`src/rtl/countdown_timer.sv`:
```
// Loadable down-counting timer with pause/resume, expiry pulse
// and optional auto-reload for periodic ticks.
module countdown_timer #(
   parameter int WIDTH = 8
) (
   input  logic             clk,
   input  logic             rst,
   input  logic             load,
   input  logic [WIDTH-1:0] load_val,
   input  logic             start,
   input  logic             pause,
   input  logic             auto_reload,
   output logic [WIDTH-1:0] count,
   output logic             busy,
   output logic             done
);

   typedef enum logic [1:0] {
      IDLE,
      RUN,
      PAUSED
   } state_t;

   localparam logic [WIDTH-1:0] ONE = WIDTH'(1);

   state_t           state, state_nx;
   logic [WIDTH-1:0] count_nx;
   logic [WIDTH-1:0] reload_reg, reload_nx;
   logic             done_nx;

   always_ff @(posedge clk) begin
      if (rst) begin
         state      <= IDLE;
         count      <= '0;
         reload_reg <= '0;
         done       <= 1'b0;
         busy       <= 1'b0;
      end else begin
         state      <= state_nx;
         count      <= count_nx;
         reload_reg <= reload_nx;
         done       <= done_nx;
         busy       <= (state_nx != IDLE);
      end
   end

   always_comb begin
      state_nx  = state;
      count_nx  = count;
      reload_nx = reload_reg;
      done_nx   = 1'b0;
      if (load) begin
         count_nx  = load_val;
         reload_nx = load_val;
         state_nx  = IDLE;
      end else begin
         unique case (state)
            IDLE: begin
               if (start && count != '0)
                  state_nx = RUN;
            end
            RUN: begin
               if (pause) begin
                  state_nx = PAUSED;
               end else if (count > ONE) begin
                  count_nx = count - ONE;
               end else if (count == ONE) begin
                  done_nx = 1'b1;
                  if (auto_reload) begin
                     count_nx = reload_reg;
                  end else begin
                     count_nx = '0;
                     state_nx = IDLE;
                  end
               end else begin
                  // unreachable: RUN is never entered with count==0
                  state_nx = IDLE;
               end
            end
            PAUSED: begin
               if (start)
                  state_nx = RUN;
            end
            default: state_nx = IDLE;
         endcase
      end
   end

endmodule

```
`config.mk`:
```
export PLATFORM = sky130hd
export DESIGN_NAME = countdown_timer
export DESIGN_NICKNAME = d
export VERILOG_FILES = /design/src/rtl/countdown_timer.sv
export SDC_FILE = /design/constraint.sdc
export NUM_CORES = 1
export LEC_CHECK = 0
export CAP_MARGIN = 20
export CORE_MARGIN = 2
export CORE_UTILIZATION = 39
export DETAILED_ROUTE_END_ITERATION = 8
export PLACE_DENSITY = 0.73
export REMOVE_ABC_BUFFERS = 1
export SYNTH_ARGS = -nofsm -noshare
export SYNTH_HDL_FRONTEND = slang
export SYNTH_SLANG_ARGS = --single-unit
```
`constraint.sdc`:
```
create_clock -name clk -period 1.65 [get_ports clk]
set_input_delay 0.165 -clock clk [delete_from_list [all_inputs] [get_ports clk]]
set_output_delay 0.165 -clock clk [all_outputs]
set_load 0.02 [all_outputs]
```
==> impl_metrics.env <==
export IMPL_status="finished with violations"
export IMPL_violations="negative setup slack"
export IMPL_synth_most_common_cell="dfxtp_1"
export IMPL_p_total_mw=1.280
export IMPL_final_hold_viol_count=0
export IMPL_grt_max_degree=31
export IMPL_tightest_slew_ns=0.4143
export IMPL_fin_area_sq_um=1744
export IMPL_synth_top_area_share_pct=33.16
export IMPL_ios=24
export IMPL_finalHoldWorstSlack_ns=0.4531
export IMPL_viasPerCell=5.705
export IMPL_crit_start="count[4]"
export IMPL_worst_path_largest_cell_delay_ns=0.57
export IMPL_irDropWorstVdd_mv=0.5345
export IMPL_die_area_sq_um=3557
export IMPL_wl_per_cell_microns=15.93
export IMPL_ys_seq_area_share_pct=33.16
export IMPL_place_hpwl_mm=2.682
export IMPL_hold_path_class="in2reg"
export IMPL_timing_rr_start="count[4]"
export IMPL_drive_gt1_share_pct=26.80
export IMPL_cts_htree_levels=1
export IMPL_max_slew_margin_pct=72.29
export IMPL_cts_buffer_depth=2
export IMPL_start_util_pct=40.21
export IMPL_cts_made_buffers=3
export IMPL_ys_top_cells_by_area="dfxtp_1, mux2i_1, a21oi_1, nor2_1, inv_1"
export IMPL_synth_top_area_cell="dfxtp_1"
export IMPL_globalplace_congestion=0.9230
export IMPL_cp_start_kind="flop"
export IMPL_ys_warn_count=0
export IMPL_setup_viol=4
export IMPL_nets=212
export IMPL_cts_tree="done"
export IMPL_finalClockSkew_ns=0.006903
export IMPL_ys_flop_type="dfxtp_1"
export IMPL_critPathRequiredTime_ns=1.91
export IMPL_drcViolationCount=0
export IMPL_drv_cap=0
export IMPL_power_leakage_nw=0.7776
export IMPL_synthCells=149
export IMPL_fin_crit_sh_pct=105.9
export IMPL_cts_root_buf="clkbuf_4"
export IMPL_synth_edff_count=0
export IMPL_syn_area_sq_um=1207
export IMPL_wirelength_mm=3.615
export IMPL_slew_violations=0
export IMPL_core_area_sq_um=3003
export IMPL_clkLatencyLatePin_ns=0.31
export IMPL_postCtsHoldBufs=0
export IMPL_path_cells="or4_4 -> or3_4 -> a211oi_4 -> a2bb2oi_2"
export IMPL_via_count=1295
export IMPL_syn_to_final_growth_pct=44.46
export IMPL_crit_fanout=4
export IMPL_period_needed_ns=1.748
export IMPL_drtPass1Iterations=4
export IMPL_antenna_found_initial=0
export IMPL_synthTopCellsByCount="dfxtp_1, nor2_1, a21oi_1, inv_1"
export IMPL_powerDensity_nw_per_um2=733.6
export IMPL_placed_cell_area_sq_um=1644
export IMPL_grt_overflow_total=0
export IMPL_arrival_ns=2.01
export IMPL_worst_r2r_path_depth=4
export IMPL_preCtsSetupSlack_ns=-0.1432
export IMPL_crit_path_top_delay_cell="or4_4"
export IMPL_synth_distinct_cells=45
export IMPL_crit_end="count[2]"
export IMPL_fmax_mhz=572.1
export IMPL_diodes=0
export IMPL_critPathKind="reg2reg"
export IMPL_grt_pass1_vias=1247
export IMPL_hold_depth=3
export IMPL_synth_seq_cells=20
export IMPL_grt_pass1_wl_mm=5.851
export IMPL_ant_nets=0
export IMPL_async_flop_share_pct=0
export IMPL_rsz0062_at_grt="true"
export IMPL_grtUsageTotal_pct=21.82
export IMPL_setup_ws_ns=-0.09808
export IMPL_row_count=20
export IMPL_drt_iter0_drc=52
export IMPL_cts_sink_count=20
export IMPL_port_buffers=23
export IMPL_clk_pin_slew_ns=0.12
export IMPL_r2r_slack_ns=-0.1
export IMPL_die_w_microns=59.64
export IMPL_endpoint_kind="flop"
export IMPL_fp_dieH_microns=59.64
export IMPL_rr_endpoint="count[2]"
export IMPL_avgSynthCellArea_sq_um=8.103
-- cell families after synthesis --
logic type / after synthesis / synth area share [%]
buffers and inverters: 20 / 6.321
AND/OR/NAND/NOR: 55 / 24.87
AO/OA/AOI/OAI: 43 / 25.80
adder cells (fa/ha/maj): 3 / 3.109
multiplexers: 8 / 6.736
flip-flops: 20 / 33.16
-- where the power goes --
part           switching, mW  internal (mW)
clock                  0.168          0.135
combinational          0.221          0.216
sequential            0.0261          0.513
-- cells in the final DEF, fill, tap and decap left out, types with 2 or more instances in the layout --
master / netlist / routed
mux2i_1: 7 / 7
and3_1: 3 / 3
nor2_1: 17 / 16
dfxtp_1: 20 / 16
dlymetal6s2s_1: 0 / 5
o31ai_1: 3 / 2
o21ai_0: 5 / 5
clkdlybuf4s50_1: 0 / 17
nor3_1: 5 / 5
nand3_1: 5 / 4
nand2_1: 8 / 8
a31oi_1: 5 / 5
inv_1: 11 / 10
a21oi_1: 13 / 13
buf_4: 0 / 26
dfxtp_2: 0 / 3
or2_2: 2 / 2
ha_2: 0 / 2
nand4_1: 5 / 5
clkbuf_4: 0 / 3
-- worst max-delay path, delay by kind of cell, from the launching register on --
kind	cells	cell delay [ns]
AND/OR/NAND/NOR	2	0.93
AO/OA/AOI/OAI	2	0.39
flip-flops	1	0.38
-- final cells by class --
| type | instances | area [sq um] |
|---|---|---|
| fillers | 295 | 1259 |
| inverters | 11 | 41.29 |
| repair buffers | 50 | 456.7 |
| clock buffers | 4 | 36.28 |
| well taps | 33 | 41.29 |
| multi-input cells | 109 | 760.7 |
| flip-flops and latches | 20 | 407.9 |
-- through the flow --
stage	TNS, ns	util [%]	std cells
floorplan	-0.3251	-	140
global placement	-0.5370	54.75	221
detailed placement	-0.8506	54.75	221
CTS	-0.1457	56.29	225
global route	-0.4013	58.08	227
finish	-0.1951	58.08	227
-- metal layers --
layer	up-vias	wire (microns)	track usage, %	part of all wire, %
met2	43	1829	37.42	51
met1	608	1510	27.53	42
met3	4	229	5.240	6.3
li1	640	-	-	-
met4	0	46	4.762	1.3
met5	-	0	0	0
-- worst min path at each step --
stage / start / endpoint / slack, ns
6_report: load_val[1] / count[1] / 0.45
5_1_grt: load_val[3] / count[3] / 0.47
4_1_cts: load_val[1] / count[1] / 0.46
3_5_place_dp: reload_reg[2] / reload_reg[2] / 0.47
3_3_place_gp: reload_reg[2] / reload_reg[2] / 0.45
2_1_floorplan: rst / reload_reg[2] / 0.23
-- timing repair --
item                                    CTS  global route
resized for setup                         6            13
endpoints found under the hold margin     0             0
setup buffers                             0             2
endpoints found under the setup margin    8            15
pin swaps                                 0             3
Note: power is estimated with default switching activity, not from simulation.
==> variant 1: new RTL, same flow settings <==
Change the parameter `WIDTH` from 8 to 12.
--- a/src/rtl/countdown_timer.sv
+++ b/src/rtl/countdown_timer.sv
@@ -2,5 +2,5 @@
 // and optional auto-reload for periodic ticks.
 module countdown_timer #(
-   parameter int WIDTH = 8
+   parameter int WIDTH = 12
 ) (
    input  logic             clk,
Ports: changed (resized count and load_val); port bits go from 24 to 32. The function was not compared with the original's and may differ.
==> variant 1 against the original RTL <==
The run still ends with negative setup slack left. Sequential power is 40% higher. Power is 59% higher. Sequential cell count is 8 higher. Design area is 58% higher. Wire length is 59% higher. Worst setup slack worse by 0.13 ns. Synthesized area is 32% higher. Critical endpoint is now count[9]. Largest cell class unchanged.
==> variant 1: results <==
group,metric,value,unit
run_status,status,"complete, but fails checks",
run_status,violations,"negative setup slack",
cts,cts_made_buffers,3,
placement,dpl.hpwl,3350,um
yosys,synth_common_cells,"28 x dfxtp_1, 21 x nand2_1, 18 x nor2_1",
global_route,grt_use_met1,30.9,%
timing,fin_skew,0.00626,ns
pwr,ir_drop,0.542,mV
timing,slew_headroom,77.2,%
global_route,globalRouteMet3Util,5.10,%
yosys,synth_cell_type_count,49,
cts,cts.clk_slew.worst_paths,0.10,ns
placement,routabilityCongestion,0.899,
cts,cts-root-buf,"clkbuf_8",
final_layout,drive_gt1_share,42.5,%
global_route,grt_pass1_wl,8900,um
placement,postPlaceCellArea,0.00229,mm2
yosys,ys_seq_area_share,35.1,%
timing,finalWorstSetupSlack,-0.227,ns
yosys,ys_warn_count,0,
routing,drt_pass1_iterations,4,
cts,worstSkewPairLatency,0.28,ns
setup_path,critPathSlowestCell,"or4_4",
setup_path,crit_cells,6,
pwr,power.density,738,mW/mm2
global_route,grt_use_total,25.7,%
setup_path,r2r_cells,6,
setup_path,crit_path_max_incr_delay,0.57,ns
final_layout,final_nets,302,
pwr,leakage,1.09,nW
setup_path,crit_path_max_fanout,3,
final_layout,nFillCells,284,
global_route,antenna_found_initial,0,
placement,port-buffer-count,31,
global_route,met2_usage,45.4,%
hold_path,hp-class,"input port to flop",
global_route,grt_max_degree,26,
cts,cts_buffer_depth,2,
setup_path,cp_top_family,"simple AND/OR/NAND/NOR gates",
routing,wl,5740,um
routing,drt-vias-per-instance,5.77,
yosys,synth_area_leaders,"dfxtp_1 35%, nand2_1 4.9%, a21oi_1 4.7%, nor2_1 4.2%, nand2b_1 3.5%",
yosys,async_flop_share,0,%
cts,cts_max_level,1,
routing,drtIter0Drc,185,
timing,finalSetupViolations,12,
global_route,grt_pass1_vias,1847,
final_layout,antenna_cells,0,
hold_path,hold_depth,3,
variant 1: changes by cell type after synthesis, sizes merged, moves of 4 or more:
cell    before  now
a221oi       0    7
buf          1    5
dfxtp       20   28
nand2        8   21
nand2b       0    9
variant 1: per-layer routing:
| metal | vias to the layer above | routed length (um) |
|---|---|---|
| met5 | - | 0 |
| met4 | 0 | 248 |
| met3 | 23 | 363 |
| met2 | 79 | 2840 |
| met1 | 909 | 2280 |
| li1 | 893 | - |
variant 1: where the power goes:
part / switching [mW] / internal (mW) / total (mW)
sequential: 0.0358 / 0.720 / 0.755
clock: 0.229 / 0.214 / 0.444
combinational: 0.398 / 0.440 / 0.838
total: 0.663 / 1.37 / 2.04
variant 1: through the flow:
step / cells / TNS, ns / worst slack, ns / hold slack [ns]
after detailed placement: 313 / -2.61 / -0.260 / 0.463
after global routing: 330 / -2.24 / -0.353 / 0.471
final: 330 / -1.22 / -0.227 / 0.457
after CTS: 329 / -0.836 / -0.188 / 0.451
after global placement: 313 / -2.01 / -0.199 / 0.458
after floorplan: 181 / -3.98 / -0.460 / 0.231
variant 1: tightest hold or removal path: stages:
cell,delay [ns]
clkdlybuf4s50_1,0.41
inv_1,0.06
a221oi_1,0.06
variant 1: worst paths after layout:
kind	start	endpoint	slack, ns
setup / recovery	count[0]	count[9]	-0.23
hold / removal	load_val[3]	count[3]	0.46
setup reg to reg	count[0]	count[9]	-0.23
hold reg to reg	reload_reg[4]	reload_reg[4]	0.48
variant 1: timing repair:
action,CTS,global route
setup endpoints to repair,14,15
buffers inserted,12,1
pin swaps,19,17
gates resized for setup,50,24
variant 1: layout make-up:
type	instances	area share, %
clock buffer	4	2.00
inverter	8	1.09
multi-input combinational	145	43.1
sequential	28	20.6
tap	50	2.27
timing repair buffer	95	30.9
variant 1: logic make-up after synthesis:
group | after synthesis | synth area share (%)
AO/OA/AOI/OAI | 57 | 26.3
XOR/XNOR | 4 | 2.19
adder cells (fa/ha/maj) | 3 | 2.35
buffers and inverters | 22 | 5.72
flip-flops | 28 | 35.1
multiplexers | 6 | 3.84
AND/OR/NAND/NOR | 75 | 24.5
==> variant 2: new RTL, same settings <==
Made on the original files. Register the output `count` once more; this adds one clock of latency there. The other outputs are not delayed to match.
--- a/src/rtl/countdown_timer.sv
+++ b/src/rtl/countdown_timer.sv
@@ -24,4 +24,6 @@
    localparam logic [WIDTH-1:0] ONE = WIDTH'(1);
 
+   logic [WIDTH-1:0] count_s0;
+
    state_t           state, state_nx;
    logic [WIDTH-1:0] count_nx;
@@ -32,5 +34,5 @@
       if (rst) begin
          state      <= IDLE;
-         count      <= '0;
+         count_s0   <= '0;
          reload_reg <= '0;
          done       <= 1'b0;
@@ -38,5 +40,5 @@
       end else begin
          state      <= state_nx;
-         count      <= count_nx;
+         count_s0   <= count_nx;
          reload_reg <= reload_nx;
          done       <= done_nx;
@@ -47,5 +49,5 @@
    always_comb begin
       state_nx  = state;
-      count_nx  = count;
+      count_nx  = count_s0;
       reload_nx = reload_reg;
       done_nx   = 1'b0;
@@ -57,5 +59,5 @@
          unique case (state)
             IDLE: begin
-               if (start && count != '0)
+               if (start && count_s0 != '0)
                   state_nx = RUN;
             end
@@ -63,7 +65,7 @@
                if (pause) begin
                   state_nx = PAUSED;
-               end else if (count > ONE) begin
-                  count_nx = count - ONE;
-               end else if (count == ONE) begin
+               end else if (count_s0 > ONE) begin
+                  count_nx = count_s0 - ONE;
+               end else if (count_s0 == ONE) begin
                   done_nx = 1'b1;
                   if (auto_reload) begin
@@ -87,4 +89,8 @@
    end
 
+   always_ff @(posedge clk) begin
+      count <= count_s0;
+   end
+
 endmodule
 
Check against the original RTL: not equivalent (a bounded check fails within 4 cycles, from zero or initial values and one cycle with rst high).
==> variant 2 against the original RTL <==
The run still ends with negative setup slack left. Design area up 16%. First-iteration DRC count stayed put. Core utilization down 1.9 points. Worst setup slack improved by 0.069 ns. Global-route usage fell by 3.0 points. Sequential cell count increased by 8. Power is 27% higher. Clock power rose by 41%. Cell count increased by 10%. Non-clock buffer count rose by 4. Die area grew 18%. Synthesized area is 20% higher. Wire length rose by 2.9%. Critical path type unchanged. Critical endpoint is now count_s0[7]. Largest cell class unchanged. Largest power group unchanged.
==> variant 2: results <==
group,metric,value,unit
run_status,status,"complete, but fails checks",
run_status,violations,"negative setup slack",
setup_path,crit_path_max_fanout,3,
global_route,grt_use_met1,23.8,%
final_layout,drive_gt1_share,30.2,%
final_layout,final_nets,220,
routing,met3_length,148,um
routing,wl_per_cell,14.9,um
pwr,swShare,28.5,%
setup_path,r2r_setup_slack,-0.03,ns
timing,final.setup.tns,-0.0289,ns
routing,drt-met1-wl,1670,um
hold_path,hp-class,"flop to flop",
timing,slew_headroom,76.6,%
cts,cts.clk_slew.worst_paths,0.09,ns
hold_path,hold_depth,0,
global_route,grt_pass1_wl,6210,um
yosys,synth_cell_type_count,49,
placement,dpl.hpwl,2760,um
yosys,synth_compound_area_share,19.8,%
cts,worstSkewPairLatency,0.27,ns
global_route,grt_max_degree,16,
setup_path,r2r_cells,6,
routing,drt-vias-per-instance,5.37,
timing,finalWorstSetupSlack,-0.0289,ns
yosys,synth_fa_ha_area_share,2.60,%
yosys,synth_common_cells,"28 x dfxtp_1, 13 x nor2_1, 10 x a21oi_1, 10 x nand2_1, 9 x inv_1",
timing,finalSetupViolations,1,
yosys,muxShareOfSynthArea,4.15,%
global_route,grt_use_total,18.9,%
setup_path,critPathArrivalTime,1.88,ns
routing,ant_nets,0,
yosys,synth_area_leaders,"dfxtp_1 39%, mux2i_1 4.2%, clkbuf_8 3.8%, a21oi_1 3.5%, nor2_1 3.4%",
global_route,met2_usage,32.1,%
global_route,grt_pass1_vias,1351,
global_route,globalRouteMet3Util,2.43,%
yosys,ys_warn_count,0,
timing,fin_skew,0.00220,ns
routing,route.top_layer_used,"met4",
yosys,synth-xor-area-share,1.21,%
yosys,synth_top_family_by_area,"simple AND/OR/NAND/NOR gates",
cts,cts-root-buf,"clkbuf_8",
routing,routed-wl-met2,1850,um
placement,routabilityCongestion,0.892,
yosys,ys_seq_area_share,38.8,%
cts,cts_buffer_depth,2,
pwr,ir_drop,0.504,mV
cts,post_cts_buffers,0,
pwr,leakage,0.803,nW
-- variant 2: cell type report --
type / instances / area, um2
inverters: 9 / 38.8
multi-input cells: 107 / 828
clock buffers: 4 / 55.1
flip-flops and latches: 28 / 569
repair buffers: 54 / 474
well taps: 48 / 60.1
fillers: 320 / 1580
-- variant 2: through the flow --
stage / instances / instance area [um2] / worst slack (ns) / utilization (%) / hold slack (ns)
after detailed placement: 246 / 1870 / -0.201 / 51.7 / 0.434
final: 250 / 2030 / -0.0289 / 56.2 / 0.449
after CTS: 250 / 1970 / 0.00988 / 54.7 / 0.447
after global routing: 250 / 2030 / -0.127 / 56.2 / 0.466
after global placement: 246 / 1870 / -0.120 / 51.7 / 0.415
after floorplan: 144 / 1340 / -0.136 / - / 0.231
-- variant 2: final timing paths --
kind | start | to
min reg2reg | count_s0[4] | count[4]
max | count_s0[1] | count_s0[7]
min | count_s0[4] | count[4]
max reg2reg | count_s0[1] | count_s0[7]
-- variant 2: critical path: stages (launching register included) --
cell and delay [ns]:
dfxtp_2 0.37, inv_4 0.05, ha_4 0.16, or4_4 0.48, a211oi_2 0.21, o211ai_1 0.12, a221oi_2 0.21
-- variant 2: power groups by stage --
stage          Clock [mW]  Combinational [mW]  Sequential [mW]
2_1_floorplan           0               0.160            0.788
3_3_place_gp            0               0.383            0.763
3_5_place_dp            0               0.392            0.765
4_1_cts             0.435               0.413            0.752
5_1_grt             0.460               0.475            0.762
6_report            0.427               0.441            0.756
-- variant 2: repair_timing --
item / in CTS / in global routing
setup endpoints to repair: 5 / 8
endpoints found under the hold margin: 0 / 0
pin swaps: 2 / 6
gates resized for setup: 14 / 17
